===== config.mk =====
export PLATFORM = sky130hd
export DESIGN_NAME = zs_scheduler
export DESIGN_NICKNAME = d
export VERILOG_FILES = /design/src/rtl/zs_pkg.sv /design/src/rtl/zs_pos_fifo.sv /design/src/rtl/zs_scheduler.sv
export SDC_FILE = /design/constraint.sdc
export NUM_CORES = 1
export LEC_CHECK = 0
export ABC_AREA = 1
export ABC_CLOCK_PERIOD_IN_PS = 2470
export CORE_MARGIN = 2
export CORE_UTILIZATION = 40
export CTS_CLUSTER_DIAMETER = 100
export DETAILED_ROUTE_END_ITERATION = 16
export GPL_TIMING_DRIVEN = 0
export PLACE_DENSITY = 0.68
export SLEW_MARGIN = 20
export SYNTH_ARGS = -nofsm -noshare
export SYNTH_HDL_FRONTEND = slang
export SYNTH_SLANG_ARGS = --single-unit

===== constraint.sdc =====
create_clock -name iClk -period 2.47 [get_ports iClk]
set_clock_uncertainty 0.15 [all_clocks]
set_input_delay 0.3705 -clock iClk [delete_from_list [all_inputs] [get_ports iClk]]
set_output_delay 0.3705 -clock iClk [all_outputs]
set_load 0.05 [all_outputs]

===== src/rtl/zs_pkg.sv =====
// zs_pkg: shared constants for the zero-suppression scheduler.
//   POS_W_DEF  : default position width
//   NUM_SCALE  : number of classifier scales (23x23, 19x19, 17x17)
//   SCALE_*    : scale index used for per-scale vectors
//   state_t    : scheduler FSM encoding
package zs_pkg;

    localparam int POS_W_DEF = 13;
    localparam int NUM_SCALE = 3;

    localparam int SCALE_23 = 0;
    localparam int SCALE_19 = 1;
    localparam int SCALE_17 = 2;

    typedef enum logic {
        IDLE = 1'b0,
        WAIT = 1'b1
    } state_t;

endpackage


===== src/rtl/zs_pos_fifo.sv =====
// zs_pos_fifo: DEPTH x W synchronous FIFO for detection positions.
// Ports:
//   clk, rst_n   : clock, async active-low reset
//   push, pop    : enqueue din / dequeue head (ignored when full / empty,
//                  except push on full is accepted when popping same cycle)
//   flush        : empty the FIFO; overrides push and pop
//   din          : write data
//   head         : oldest entry (valid when !empty)
//   count        : number of stored entries
//   full, empty  : status
module zs_pos_fifo #(
    parameter int DEPTH = 4,
    parameter int W     = 13
) (
    input  logic                       clk,
    input  logic                       rst_n,
    input  logic                       push,
    input  logic                       pop,
    input  logic                       flush,
    input  logic [W-1:0]               din,
    output logic [W-1:0]               head,
    output logic [$clog2(DEPTH):0]     count,
    output logic                       full,
    output logic                       empty
);

    localparam int AW = $clog2(DEPTH);
    localparam int CW = AW + 1;

    logic [W-1:0]  mem [DEPTH];
    logic [AW-1:0] wr_ptr, rd_ptr;
    logic [CW-1:0] count_d;
    logic          pop_ok, push_ok;

    assign empty   = (count == '0);
    assign pop_ok  = pop & ~empty;
    assign push_ok = push & (~full | pop_ok);
    assign head    = mem[rd_ptr];

    always_comb begin
        count_d = count;
        if (flush)
            count_d = '0;
        else if (push_ok && !pop_ok)
            count_d = count + CW'(1);
        else if (pop_ok && !push_ok)
            count_d = count - CW'(1);
    end

    always_ff @(posedge clk or negedge rst_n) begin
        if (!rst_n) begin
            wr_ptr <= '0;
            rd_ptr <= '0;
            count  <= '0;
            full   <= 1'b0;
        end else begin
            count <= count_d;
            full  <= (count_d == CW'(DEPTH));
            if (flush) begin
                wr_ptr <= '0;
                rd_ptr <= '0;
            end else begin
                if (push_ok) wr_ptr <= wr_ptr + AW'(1);
                if (pop_ok)  rd_ptr <= rd_ptr + AW'(1);
            end
        end
    end

    // Storage needs no reset: entries are only read when count says valid.
    always_ff @(posedge clk) begin
        if (push_ok && !flush)
            mem[wr_ptr] <= din;
    end

endmodule


===== src/rtl/zs_scheduler.sv =====
// zs_scheduler: buffers per-scale detections and issues them to the zs
// block in batches (all non-empty FIFO heads at once), waiting for the
// zs finish pulse (or a timeout) between batches.
// Ports:
//   iClk, iReset_n            : clock, async active-low reset (sync release)
//   iDet_valid_*/iDet_pos_*   : per-scale detection strobe and position
//   oDet_full_*               : per-scale FIFO full
//   iFlush                    : frame-boundary clear (FIFOs, sticky flags)
//   oInput_ready_*/oPosition_*: 1-cycle zs request pulse and position
//   iZs_finish                : zs completion pulse
//   oBusy                     : FSM waiting or any FIFO non-empty
//   oOverflow[2:0]            : sticky drop flags (bit0 23x23 .. bit2 17x17)
//   oTimeout                  : sticky, zs missed the finish deadline
// Build option: ZS_SCHED_DEDUP_EN drops a push equal to the last accepted
// position of the same scale.
module zs_scheduler
    import zs_pkg::*;
#(
    parameter int POS_W       = POS_W_DEF,
    parameter int FIFO_DEPTH  = 4,
    parameter int TIMEOUT_CYC = 8192
) (
    input  logic             iClk,
    input  logic             iReset_n,
    input  logic             iDet_valid_23x23,
    input  logic             iDet_valid_19x19,
    input  logic             iDet_valid_17x17,
    input  logic [POS_W-1:0] iDet_pos_23x23,
    input  logic [POS_W-1:0] iDet_pos_19x19,
    input  logic [POS_W-1:0] iDet_pos_17x17,
    output logic             oDet_full_23x23,
    output logic             oDet_full_19x19,
    output logic             oDet_full_17x17,
    input  logic             iFlush,
    output logic             oInput_ready_23x23,
    output logic             oInput_ready_19x19,
    output logic             oInput_ready_17x17,
    output logic [POS_W-1:0] oPosition_23x23,
    output logic [POS_W-1:0] oPosition_19x19,
    output logic [POS_W-1:0] oPosition_17x17,
    input  logic             iZs_finish,
    output logic             oBusy,
    output logic [2:0]       oOverflow,
    output logic             oTimeout
);

    localparam int TW = (TIMEOUT_CYC > 1) ? $clog2(TIMEOUT_CYC) : 1;
    localparam int CW = $clog2(FIFO_DEPTH) + 1;

    logic [1:0] rst_sync;
    logic       rst_n;

    logic [NUM_SCALE-1:0]            valid, full, empty, push, pop, drop, dup, ready_q;
    logic [NUM_SCALE-1:0][POS_W-1:0] din, head, pos_q;
    logic [NUM_SCALE-1:0][CW-1:0]    count;

    state_t        state_q, state_d;
    logic [TW-1:0] timer_q, timer_d;
    logic          timeout_set, issue, any_queued;
    logic [2:0]    overflow_q;
    logic          timeout_q;

    // Reset asserts immediately, releases two clocks after iReset_n rises.
    always_ff @(posedge iClk or negedge iReset_n) begin
        if (!iReset_n) rst_sync <= 2'b00;
        else           rst_sync <= {rst_sync[0], 1'b1};
    end
    assign rst_n = rst_sync[1];

    assign valid[SCALE_23] = iDet_valid_23x23;
    assign valid[SCALE_19] = iDet_valid_19x19;
    assign valid[SCALE_17] = iDet_valid_17x17;
    assign din[SCALE_23]   = iDet_pos_23x23;
    assign din[SCALE_19]   = iDet_pos_19x19;
    assign din[SCALE_17]   = iDet_pos_17x17;

    // A batch goes out only from IDLE, and never in a flush cycle.
    assign issue = (state_q == IDLE) && !iFlush && !(&empty);
    assign pop   = issue ? ~empty : '0;

    // Full FIFO still accepts when its head leaves in the same cycle.
    assign push = valid & ~dup & ~{NUM_SCALE{iFlush}} & (~full | pop);
    assign drop = valid & ~dup & ~{NUM_SCALE{iFlush}} & full & ~pop;

    for (genvar s = 0; s < NUM_SCALE; s++) begin : g_fifo
        zs_pos_fifo #(
            .DEPTH (FIFO_DEPTH),
            .W     (POS_W)
        ) u_fifo (
            .clk   (iClk),
            .rst_n (rst_n),
            .push  (push[s]),
            .pop   (pop[s]),
            .flush (iFlush),
            .din   (din[s]),
            .head  (head[s]),
            .count (count[s]),
            .full  (full[s]),
            .empty (empty[s])
        );
    end

`ifdef ZS_SCHED_DEDUP_EN
    logic [NUM_SCALE-1:0]            last_vld;
    logic [NUM_SCALE-1:0][POS_W-1:0] last_pos;

    for (genvar s = 0; s < NUM_SCALE; s++) begin : g_dup
        assign dup[s] = last_vld[s] && (last_pos[s] == din[s]);
    end

    always_ff @(posedge iClk or negedge rst_n) begin
        if (!rst_n) begin
            last_vld <= '0;
            last_pos <= '0;
        end else if (iFlush) begin
            last_vld <= '0;
        end else begin
            for (int s = 0; s < NUM_SCALE; s++) begin
                if (push[s]) begin
                    last_vld[s] <= 1'b1;
                    last_pos[s] <= din[s];
                end
            end
        end
    end
`else
    assign dup = '0;
`endif

    always_comb begin
        any_queued = 1'b0;
        for (int s = 0; s < NUM_SCALE; s++)
            any_queued = any_queued | (count[s] != '0);
    end

    always_comb begin
        state_d     = state_q;
        timer_d     = timer_q;
        timeout_set = 1'b0;
        case (state_q)
            IDLE: begin
                if (issue) begin
                    state_d = WAIT;
                    timer_d = '0;
                end
            end
            WAIT: begin
                // Finish wins over a timeout landing in the same cycle.
                if (iZs_finish) begin
                    state_d = IDLE;
                end else if (timer_q == TW'(TIMEOUT_CYC - 1)) begin
                    state_d     = IDLE;
                    timeout_set = 1'b1;
                end else begin
                    timer_d = timer_q + TW'(1);
                end
            end
            default: state_d = IDLE;
        endcase
    end

    always_ff @(posedge iClk or negedge rst_n) begin
        if (!rst_n) begin
            state_q    <= IDLE;
            timer_q    <= '0;
            ready_q    <= '0;
            pos_q      <= '0;
            overflow_q <= '0;
            timeout_q  <= 1'b0;
        end else begin
            state_q <= state_d;
            timer_q <= timer_d;
            ready_q <= issue ? ~empty : '0;
            for (int s = 0; s < NUM_SCALE; s++)
                if (issue && !empty[s]) pos_q[s] <= head[s];
            overflow_q <= iFlush ? 3'b000 : (overflow_q | drop);
            timeout_q  <= iFlush ? 1'b0 : (timeout_q | timeout_set);
        end
    end

    assign oInput_ready_23x23 = ready_q[SCALE_23];
    assign oInput_ready_19x19 = ready_q[SCALE_19];
    assign oInput_ready_17x17 = ready_q[SCALE_17];
    assign oPosition_23x23    = pos_q[SCALE_23];
    assign oPosition_19x19    = pos_q[SCALE_19];
    assign oPosition_17x17    = pos_q[SCALE_17];
    assign oDet_full_23x23    = full[SCALE_23];
    assign oDet_full_19x19    = full[SCALE_19];
    assign oDet_full_17x17    = full[SCALE_17];
    assign oBusy              = (state_q != IDLE) || any_queued;
    assign oOverflow          = overflow_q;
    assign oTimeout           = timeout_q;

endmodule

Word level (Yosys, flattened, before mapping):

Memory sizes are Yosys's and may differ from the RTL's. A register that Yosys moved wholly into a read port is not among the register bits.
Cells that the tools add are included.

* bits of input ports: 46
* output and inout bits: 50
* memory bits (writable): 156
* word-level logic and storage cells: 154
* memories kept: 3
* register bits after elaboration: 47

* eq/ne operators: 7
* reductions and logical operators: 43
* add/sub/neg operators: 13
* muxes and demuxes: 41
* bitwise gates (word level): 29

Memories
* g_fifo[0].u_fifo.mem: depth 4, bits a word 13, read ports 1, clocked after memory_dff 1, wr ports 1, line zs_pos_fifo.sv:30 `logic [W-1:0] mem [DEPTH];`
* g_fifo[1].u_fifo.mem: depth 4, bits a word 13, read ports 1, clocked after memory_dff 1, wr ports 1, line zs_pos_fifo.sv:30
* g_fifo[2].u_fifo.mem: depth 4, bits a word 13, read ports 1, clocked after memory_dff 1, wr ports 1, line zs_pos_fifo.sv:30

Operator list (count)
* $mux W13: 3
* $mux W3: 11
* $pmux W13 S2: 1
* $mux W2: 12
* $logic_and A1 B1 Y1: 14
* $logic_not A1 Y1: 14
* $add A13 B1 Y13 const B: 1
* $eq A13 B13 Y1 const B: 1
* $mux W1: 13
* $add A2 B1 Y2 const B: 6
* $and A3 B3 Y3: 4
* $not A3 Y3: 4
* $reduce_bool A2 Y1: 6
* $add A3 B1 Y3 const B: 3
* $eq A3 B3 Y1 const B: 3
* $logic_not A3 Y1: 3
* $reduce_bool A3 Y1: 3
* $sub A3 B1 Y3 const B: 3
* $not A1 Y1: 7
* $and A1 B1 Y1: 6
* $ne A2 B2 Y1 const B: 3
* $or A1 B1 Y1: 6
* $or A3 B3 Y3: 2
* $reduce_and A3 Y1: 2
* 2 further kinds: 2

Logic depth before layout (Yosys ltp):

Gate-level depths: netlist of run 1.

* depth after elaboration: 14
* depth in mapped cells: 11
* depth with buffers taken out: 10

Modules after synthesis:

A second synthesis of run 1 with hierarchy kept.

* cell total of the unflattened synthesis: 930
* area, all modules: 10292.4 um^2

By module, submodules not included
* zs_scheduler: area an instance 2747.6 um^2, cells an instance 335, times used 1, sequential area each 1551.5 um^2
* zs_pos_fifo (g_fifo[0].u_fifo): area an instance 2518.7 um^2, cells an instance 199, times used 1, sequential area each 1761.7 um^2
* zs_pos_fifo (g_fifo[2].u_fifo): area an instance 2513.7 um^2, cells an instance 197, times used 1, sequential area each 1761.7 um^2
* zs_pos_fifo (g_fifo[1].u_fifo): area an instance 2512.4 um^2, cells an instance 199, times used 1, sequential area each 1761.7 um^2

Worst setup path after synthesis of run 1:

OpenSTA, ideal clock, no wires.

* path kind: register to register
* from: reg g_fifo[2].u_fifo.count[0]
* to: mem g_fifo[2].u_fifo.mem[0][0] (enable)
* path slack: 288 ps
* data arrival time: 1649 ps
* path buffers: 0
* clock period less this slack: 2182 ps
* stages on the path, launching flop included: 8
* cell sequence: dfrtp_1 -> inv_1 -> ha_1 -> nand2_1 -> nand2_4 -> nand2_1 -> nand2_1 -> nor2_1

* word-level cells in the longest chain between the ends: 11

Ends and longest elaborated chain
* start, declared: line zs_pos_fifo.sv:22 `output logic [$clog2(DEPTH):0] count,`
* start signal, assigned: line zs_pos_fifo.sv:57 `count <= count_d;`
* $logic_not A3 Y1 (*): line zs_pos_fifo.sv:35 `assign empty = (count == '0);`
* $reduce_and A3 Y1: line zs_scheduler.sv:78 `assign issue = (state_q == IDLE) && !iFlush && !(&empty);`
* $logic_not A1 Y1: line zs_scheduler.sv:78
* $logic_and A1 B1 Y1: line zs_scheduler.sv:78
* $mux W3: line zs_scheduler.sv:79 `assign pop = issue ? ~empty : '0;`
* $or A3 B3 Y3 or $and A1 B1 Y1 (tied branches): line zs_scheduler.sv:82, zs_pos_fifo.sv:36
* $and A3 B3 Y3 or $or A1 B1 Y1 (tied branches): line zs_scheduler.sv:82, zs_pos_fifo.sv:37
* $and A1 B1 Y1 (*): line zs_pos_fifo.sv:37 `assign push_ok = push & (~full | pop_ok);`
* $logic_and A1 B1 Y1 (*): line zs_pos_fifo.sv:71 `if (push_ok && !flush)`
* $mux W1 (*): line zs_pos_fifo.sv:71
* $mux W1 (not written as such) (*): line zs_pos_fifo.sv:72 `mem[wr_ptr] <= din;`
* end, declared: line zs_pos_fifo.sv:30

Mark *: on every way between the ends. The rest lies on a longest branch, timed or not.

Worst setup path after layout of run 1:

* from: reg g_fifo[2].u_fifo.count[0]
* to: mem g_fifo[2].u_fifo.mem[0][1] (enable)

The elaborated chain is that of the path after synthesis.

==> summary.md, run 1 <==
| Metric | Value |
|---|---|
| Synth cell types | 29 |
| WP data required | 2.49 ns |
| GRT Util Overall | 16.93% |
| CP delay by family, top | simple AND/OR/NAND/NOR gates |
| Stages on the worst setup path | 7 |
| Final setup fails | 0 |
| Number of global-route vias before repair | 6,939 |
| Worst setup margin | 0.04507 ns |
| Top cells by area, synth | edfxtp_1 (46%), dfrtp_1 (21%), nor2_1 (7.6%) |
| Synth Net Count | 991 |
| Layout cells sized above 1 | 7.865% |
| Post-synth top cells | nor2_1 (205), edfxtp_1 (156), nand2_1 (119) |
| Die Area | 26,500 um^2 |
| Dpl hpwl | 14.22 mm |
| Register area share after synthesis | 67.79% |
| Drt wl/cell | 16.01 um |
| IO Pins | 96 |
| Placed Cells | 1,349 |
| Fillers | 2,245 |
| Gp weighted congestion | 0.7762 |
| Yosys reg bits | 242 |
| Post-route minimum period | 2.425 ns |
| I/O Buffers | 95 |
| Final non-filler cell total | 1,398 |
| Yosys top cell area share | 46.45% |
| CP bufs+invs | 1 |
| CP Capture Type | register |
| Reg2reg path depth | 7 |
| Clock Sinks | 242 |
| Total CTS buffers | 26 |
| Area of the mapped netlist | 10,080 um^2 |
| DRC Markers | 0 |
| Number of flops mapped to enable cells by yosys | 156 |
| Fmax | 412.4 MHz |
| Antenna-violating nets left | 0 |
| Mapped Avg Cell Area | 10.93 um^2 |
| Asr flop ratio synth | 35.54% |
| Worst EP arrival | 2.45 ns |
| Initial antenna violation count | 0 |
| Largest net degree at the start of global routing | 48 |
| Nets | 1,116 |
| Clock latency on the worst-skew pair | 0.54 ns |
| Pins Over Slew Limit | 0 |
| CP dominant cell by count | nand2_1 |
| Die width | 162.8 um |
| Core Region | 24,960 um^2 |
| CP Launch Type | register |
| RSZ-0062 raised after global routing | true |
| Final setup TNS | 0 ns |
| GR Overflow Total | 0 |
| Count leader, synth | nor2_1 |
| Worst path cell trace | inv_1, ha_1, nand2_1, nand2_4, nand2_1, nand2_1, nor2_2 |
| CTS root buf | clkbuf_16 |
| Slowest CP cell | nor2_2 |
| Syn. warnings | 0 |
| Max-cap violations | 0 |
| Largest stage delay on the critical path | 0.69 ns |
| Worst Tran Pin Value | 0.8234 ns |
| Synth-to-Final Area Change | 22.82% |
| Placed instance area | 11,510 um^2 |
| Starting Density | 40.40% |
| CTS tree | done |
| Vias | 6,908 |
| Fin crit share | 98.18% |
| Crit Path Category | register to register |
| Longest Clk Path Bufs | 3 |
| Via-to-Cell Ratio | 4.941 |
| Pre-antenna DRT Iters | 5 |
| Worst min path class | register to asynchronous set/reset pin |
| PwrDens | 1035 nW/um^2 |
| Rows | 58 |
| Pre-CTS WS | -0.5110 ns |
| Worst hold slack | 0.1949 ns |
| Top fanout value on the critical path | 13 |
| Post-Syn Instances | 923 |
| Final instance area | 12,390 um^2 |
| Die H | 162.8 um |
| IR drop worst, VDD | 624.3 uV |
| First-pass GRT wire length | 35.38 mm |
| Ant. Diodes | 0 |
| Most area-hungry cell type in the Yosys netlist | edfxtp_1 |
| Starting DRC count in detailed routing | 452 |
| Slew HR | 45.05% |
| Clk pin slew, worst setup/hold paths | 0.06 ns |
| Ys flop type | edfxtp_1 |
| CTS H-Tree Depth | 1 |
| Final Hold Vio Count | 0 |
| Leakage | 4.950 nW |
| Routed WL | 22.39 mm |
| Outcome | complete, no violations |
[through the flow]
step	total power [W]	util (%)
after floorplan	0.007670	-
after global placement	0.008930	45.87
after detailed placement	0.009018	46.11
after CTS	0.01291	49.60
after global routing	0.01342	49.61
final	0.01282	49.61
[area by class of cell]
class	instances	area (um^2)	share of cell area, %
Sequential cell	242	6840	55.23
Buffer	36	190.2	1.536
Timing Repair Buffer	98	993.5	8.021
Tap cell	330	412.9	3.334
Clock inverter	13	166.4	1.344
Clock buffer	35	694.4	5.607
Multi-Input combinational cell	566	2791	22.54
Inverter	78	296.5	2.394
[where the power goes]
group | internal [W] | switching (W)
combinational | 0.00119 | 0.00258
sequential | 0.00484 | 0.000341
clock | 0.00230 | 0.00157
[path summary, 6_finish.rpt]
path | endpoint | from | slack, ns
min reg2reg | oPosition_19x19[11] | rst_sync[1] | 0.19
max reg2reg | g_fifo[2].u_fifo.mem[0][1] | g_fifo[2].u_fifo.count[0] | 0.05
min in group iClk | rst_sync[1] | rst_sync[0] | 0.21
max | g_fifo[2].u_fifo.mem[0][1] | g_fifo[2].u_fifo.count[0] | 0.05
max in group asynchronous | oPosition_23x23[4] | rst_sync[1] | 1.28
min | oPosition_19x19[11] | rst_sync[1] | 0.19
[registers in the layout, summed over array words and instances, names as in the netlist]
register / cells
g_fifo.u_fifo.mem: 156
oPosition_17x17: 13
oPosition_19x19: 13
oPosition_23x23: 13
timer_q: 13
g_fifo.u_fifo.count: 9
g_fifo.u_fifo.rd_ptr: 6
g_fifo.u_fifo.wr_ptr: 6
g_fifo.u_fifo.full: 3
oOverflow: 3
ready_q: 3
rst_sync: 2
oTimeout: 1
state_q: 1
[logic make-up (layout without fill, tap and decap cells)]
kind of cell    count (synthesis)  in the layout  synth area share (%)
simple gates                  392            392                 16.20
xor+xnor                        8              8                0.6948
fa+ha+maj                      22             22                 2.729
buf+inv                       115            260                 4.826
compound gates                143            143                 7.717
other cells                     1              1               0.03719
flops                         242            242                 67.79
[per-layer routing]
layer	GRT usage (%)	up-vias	routed length (um)	share of wire, %
li1	-	3378	-	-
met1	21.57	3332	9756	44
met2	29.99	180	11160	50
met3	2.521	18	1150	5.1
met4	4.948	0	320	1.4
met5	0	-	0	0
[repair_timing]
action                                  CTS  global route
hold buffers                              1             0
hold endpoints to repair                  2             0
pin swaps                                 0             0
cloned                                    0             0
endpoints found under the setup margin    1            40
setup buffers                             1             0
gates resized for setup                   6             2
[layout by cell type (no fill, tap or decap), types with 4 or more instances in the layout]
cell and count:
nand3_1 45, nand2_4 4, clkbuf_1 23, nor2_1 193, o21ai_0 93, inv_1 74, edfxtp_1 156, clkbuf_16 26
a21oi_1 4, clkdlybuf4s50_1 94, dfrtp_1 85, buf_6 5, ha_1 22, buf_2 10, nand4_1 11, nand2_1 119
xor2_1 6, a31oi_1 31, clkinv_1 4, o22ai_1 13, buf_1 4, nor2_2 12
(Power assumes the default switching activity.)
==> inputs of run 2 (changes only) <==
SLEW_MARGIN = not set   (was 20)
==> run 2 against run 1 <==
  * Utilization increased by 0.19 points
  * Sequential share of layout area down 0.21 points
  * Clock power is 2% higher
  * Sequential power about the same
  * Sequential cell count unchanged
  * Register-to-register slack got worse by 0.04 ns
  * Count of clock-buffer cells in the layout rose by 4
  * Non-clock buffer count rose by 1
  * Largest cell class unchanged
==> summary.md, run 2 (same netlist as run 1, synthesis figures left out) <==
| Metric | Value |
|---|---|
| Most frequent cells in the layout | nor2_1 (192), edfxtp_1 (156), nand2_1 (118) |
| Top reg by flops | g_fifo.u_fifo.mem |
| Largest net degree at the start of global routing | 48 (unchanged) |
| Worst path cell trace | inv_1, ha_1, nand2_1, nand2_4, nand2_1, nand2_1, nor2_2 |
| Psw | 0.004472 W (-0.30%) |
| Largest register FFs | 156 (unchanged) |
| Die Area | 26,500 um^2 (unchanged) |
| Clock latency on the worst-skew pair | 0.53 ns (about the same) |
| Layout cells sized above 1 | 8.232% (+0.37 points) |
| Top fanout value on the critical path | 13 (unchanged) |
| Antenna-violating nets left | 0 (unchanged) |
| Pins Over Slew Limit | 0 (unchanged) |
| Starting DRC count in detailed routing | 398 (-12%) |
| Die width | 162.8 um (unchanged) |
| CTS tree | done |
| IR drop worst, VDD | 728.3 uV (+17%) |
| Max-cap violations | 0 (unchanged) |
| Post-route minimum period | 2.461 ns (+0.03622 ns) |
| Reg2reg end | g_fifo[2].u_fifo.mem[0][11] |
| Rows | 58 (unchanged) |
| Largest stage delay on the critical path | 0.70 ns (about the same) |
| DRC Markers | 0 (unchanged) |
| Flop pwr share | 40.2% (-0.2 points) |
| CP Launch Type | register |
| Initial antenna violation count | 0 (unchanged) |
| CP dominant cell by count | nand2_1 |
| Comb power frac | 29.3% (about the same) |
| IO Pins | 96 (unchanged) |
| CTS H-Tree Depth | 1 (unchanged) |
| Slew HR | 44.56% (-0.49 points) |
| Worst R2R Start | g_fifo[2].u_fifo.count[0] |
| Vias | 6,879 (-0.42%) |
| Pre-antenna DRT Iters | 4 (-1) |
| Crit Path Category | register to register |
| Clk pin slew, worst setup/hold paths | 0.06 ns (about the same) |
| Worst EP arrival | 2.45 ns (about the same) |
| Sw Ratio | 34.65% (-0.34 points) |
| Clock Sinks | 242 (unchanged) |
| Final setup fails | 0 (unchanged) |
| First-pass GRT wire length | 35.02 mm (-1.0%) |
| Outcome | complete, no violations |
| Cell-internal power | 0.008433 W (+1.2%) |
| Worst min path class | register to asynchronous set/reset pin |
| Fin crit share | 99.64% (+1.5 points) |
| Core Region | 24,960 um^2 (unchanged) |
| R2r setup slk | 0.009 ns (-0.04 ns) |
| Nets | 1,117 (+0.090%) |
| Most common cell after layout, fill and taps aside | nor2_1 |
| Longest Clk Path Bufs | 3 (unchanged) |
| RSZ-0062 raised after global routing | true |
| Gp weighted congestion | 0.7762 (unchanged) |
| PwrDens | 1038 nW/um^2 (+0.30%) |
| Worst Tran Pin Value | 0.8308 ns (+0.007349 ns) |
| Via-to-Cell Ratio | 4.917 (-0.49%) |
| Dpl hpwl | 14.20 mm (-0.15%) |
| Final Hold Vio Count | 0 (unchanged) |
| Slowest CP cell | nor2_2 |
| Overall Power | 0.01290 W (+0.67%) |
| Starting Density | 40.40% (unchanged) |
| Final setup TNS | 0 ns (unchanged) |
| Number of global-route vias before repair | 6,784 (-2.2%) |
| Reg2reg path depth | 7 (unchanged) |
| Die H | 162.8 um (unchanged) |
| Leakage | 4.969 nW (+0.38%) |
| GR Overflow Total | 0 (unchanged) |
| Drt wl/cell | 15.97 um (-0.30%) |
| Synth-to-Final Area Change | 23.28% |
| Fmax | 406.3 MHz (-1.5%) |
| WP data required | 2.46 ns (-0.03 ns) |
| GRT Util Overall | 16.76% (-0.16 points) |
| CTS root buf | clkbuf_16 |
| Ant. Diodes | 0 (unchanged) |
| Routed WL | 22.34 mm (-0.23%) |
| CP Capture Type | register |
| Total CTS buffers | 26 (unchanged) |
| I/O Buffers | 95 (unchanged) |
| Clock power frac | 30.5% (+0.3 points) |
-- run 2: how the worst max path moves through the flow --
stage / startpoint / cells after the start / slack (ns) / to
finish: g_fifo[2].u_fifo.count[0] / 7 / 0.009 / g_fifo[2].u_fifo.mem[0][11]
global route: g_fifo[2].u_fifo.count[0] / 7 / -0.11 / g_fifo[2].u_fifo.mem[0][9]
CTS: g_fifo[2].u_fifo.count[0] / 7 / -0.31 / g_fifo[2].u_fifo.mem[2][7]
detailed placement: iFlush / 6 / -0.86 / g_fifo[2].u_fifo.mem[0][9]
global placement: iFlush / 6 / -0.81 / g_fifo[2].u_fifo.mem[0][9]
floorplan: g_fifo[2].u_fifo.count[0] / 7 / 0.29 / g_fifo[2].u_fifo.mem[0][0]
-- run 2: worst max-delay path: cells and delay by family (launching register included) --
kind / cells / cell delay [ns]
buffers and inverters: 1 / 0.09
AND/OR/NAND/NOR: 5 / 1.26
flip-flops: 1 / 0.38
adder cells (fa/ha/maj): 1 / 0.19
-- run 2: what timing repair did --
action,CTS,global route
endpoints found under the setup margin,157,77
resized for setup,12,14
hold endpoints to repair,2,0
pin swaps,0,1
cloned,0,0
setup buffers,0,2
hold buffers,1,0
-- run 2: power groups by stage --
stage | registers (W) | clock network (W) | logic, W
after floorplan | 0.00632 | 0 | 0.00135
after global placement | 0.00526 | 0 | 0.00367
after detailed placement | 0.00526 | 0 | 0.00375
after CTS | 0.00518 | 0.00401 | 0.00377
after global routing | 0.00524 | 0.00417 | 0.00409
final | 0.00518 | 0.00394 | 0.00378
-- run 2: final cells by class --
type	count	area [um^2]
fillers	2231	12530
flip-flops and latches	242	6840
multi-input cells	566	2811
repair buffers	99	1005
clock buffers	39	739.5
well taps	330	412.9
inverters	78	296.5
plain buffers	36	190.2
clock inverters	9	136.4
-- run 2: stage by stage --
stage	cell area (um^2)	std cells	util [%]	hold WS (ns)	setup slack, ns
floorplan	10090	923	-	-0.07509	0.2882
global placement	11450	1348	45.87	0.1875	-0.8073
detailed placement	11480	1349	45.99	0.1873	-0.8566
CTS	12390	1397	49.61	0.2106	-0.3122
global route	12430	1399	49.80	0.2303	-0.1135
finish	12430	1399	49.80	0.1687	0.008847
-- run 2: metal layers --
metal  global-route usage [%]  part of all wire (%)  vias to the layer above
li1                         -                     -                     3374
met1                    21.53                    43                     3300
met2                    29.31                    50                      178
met3                    2.878                   5.3                       27
met4                    4.706                   2.1                        0
met5                        0                     0                        -
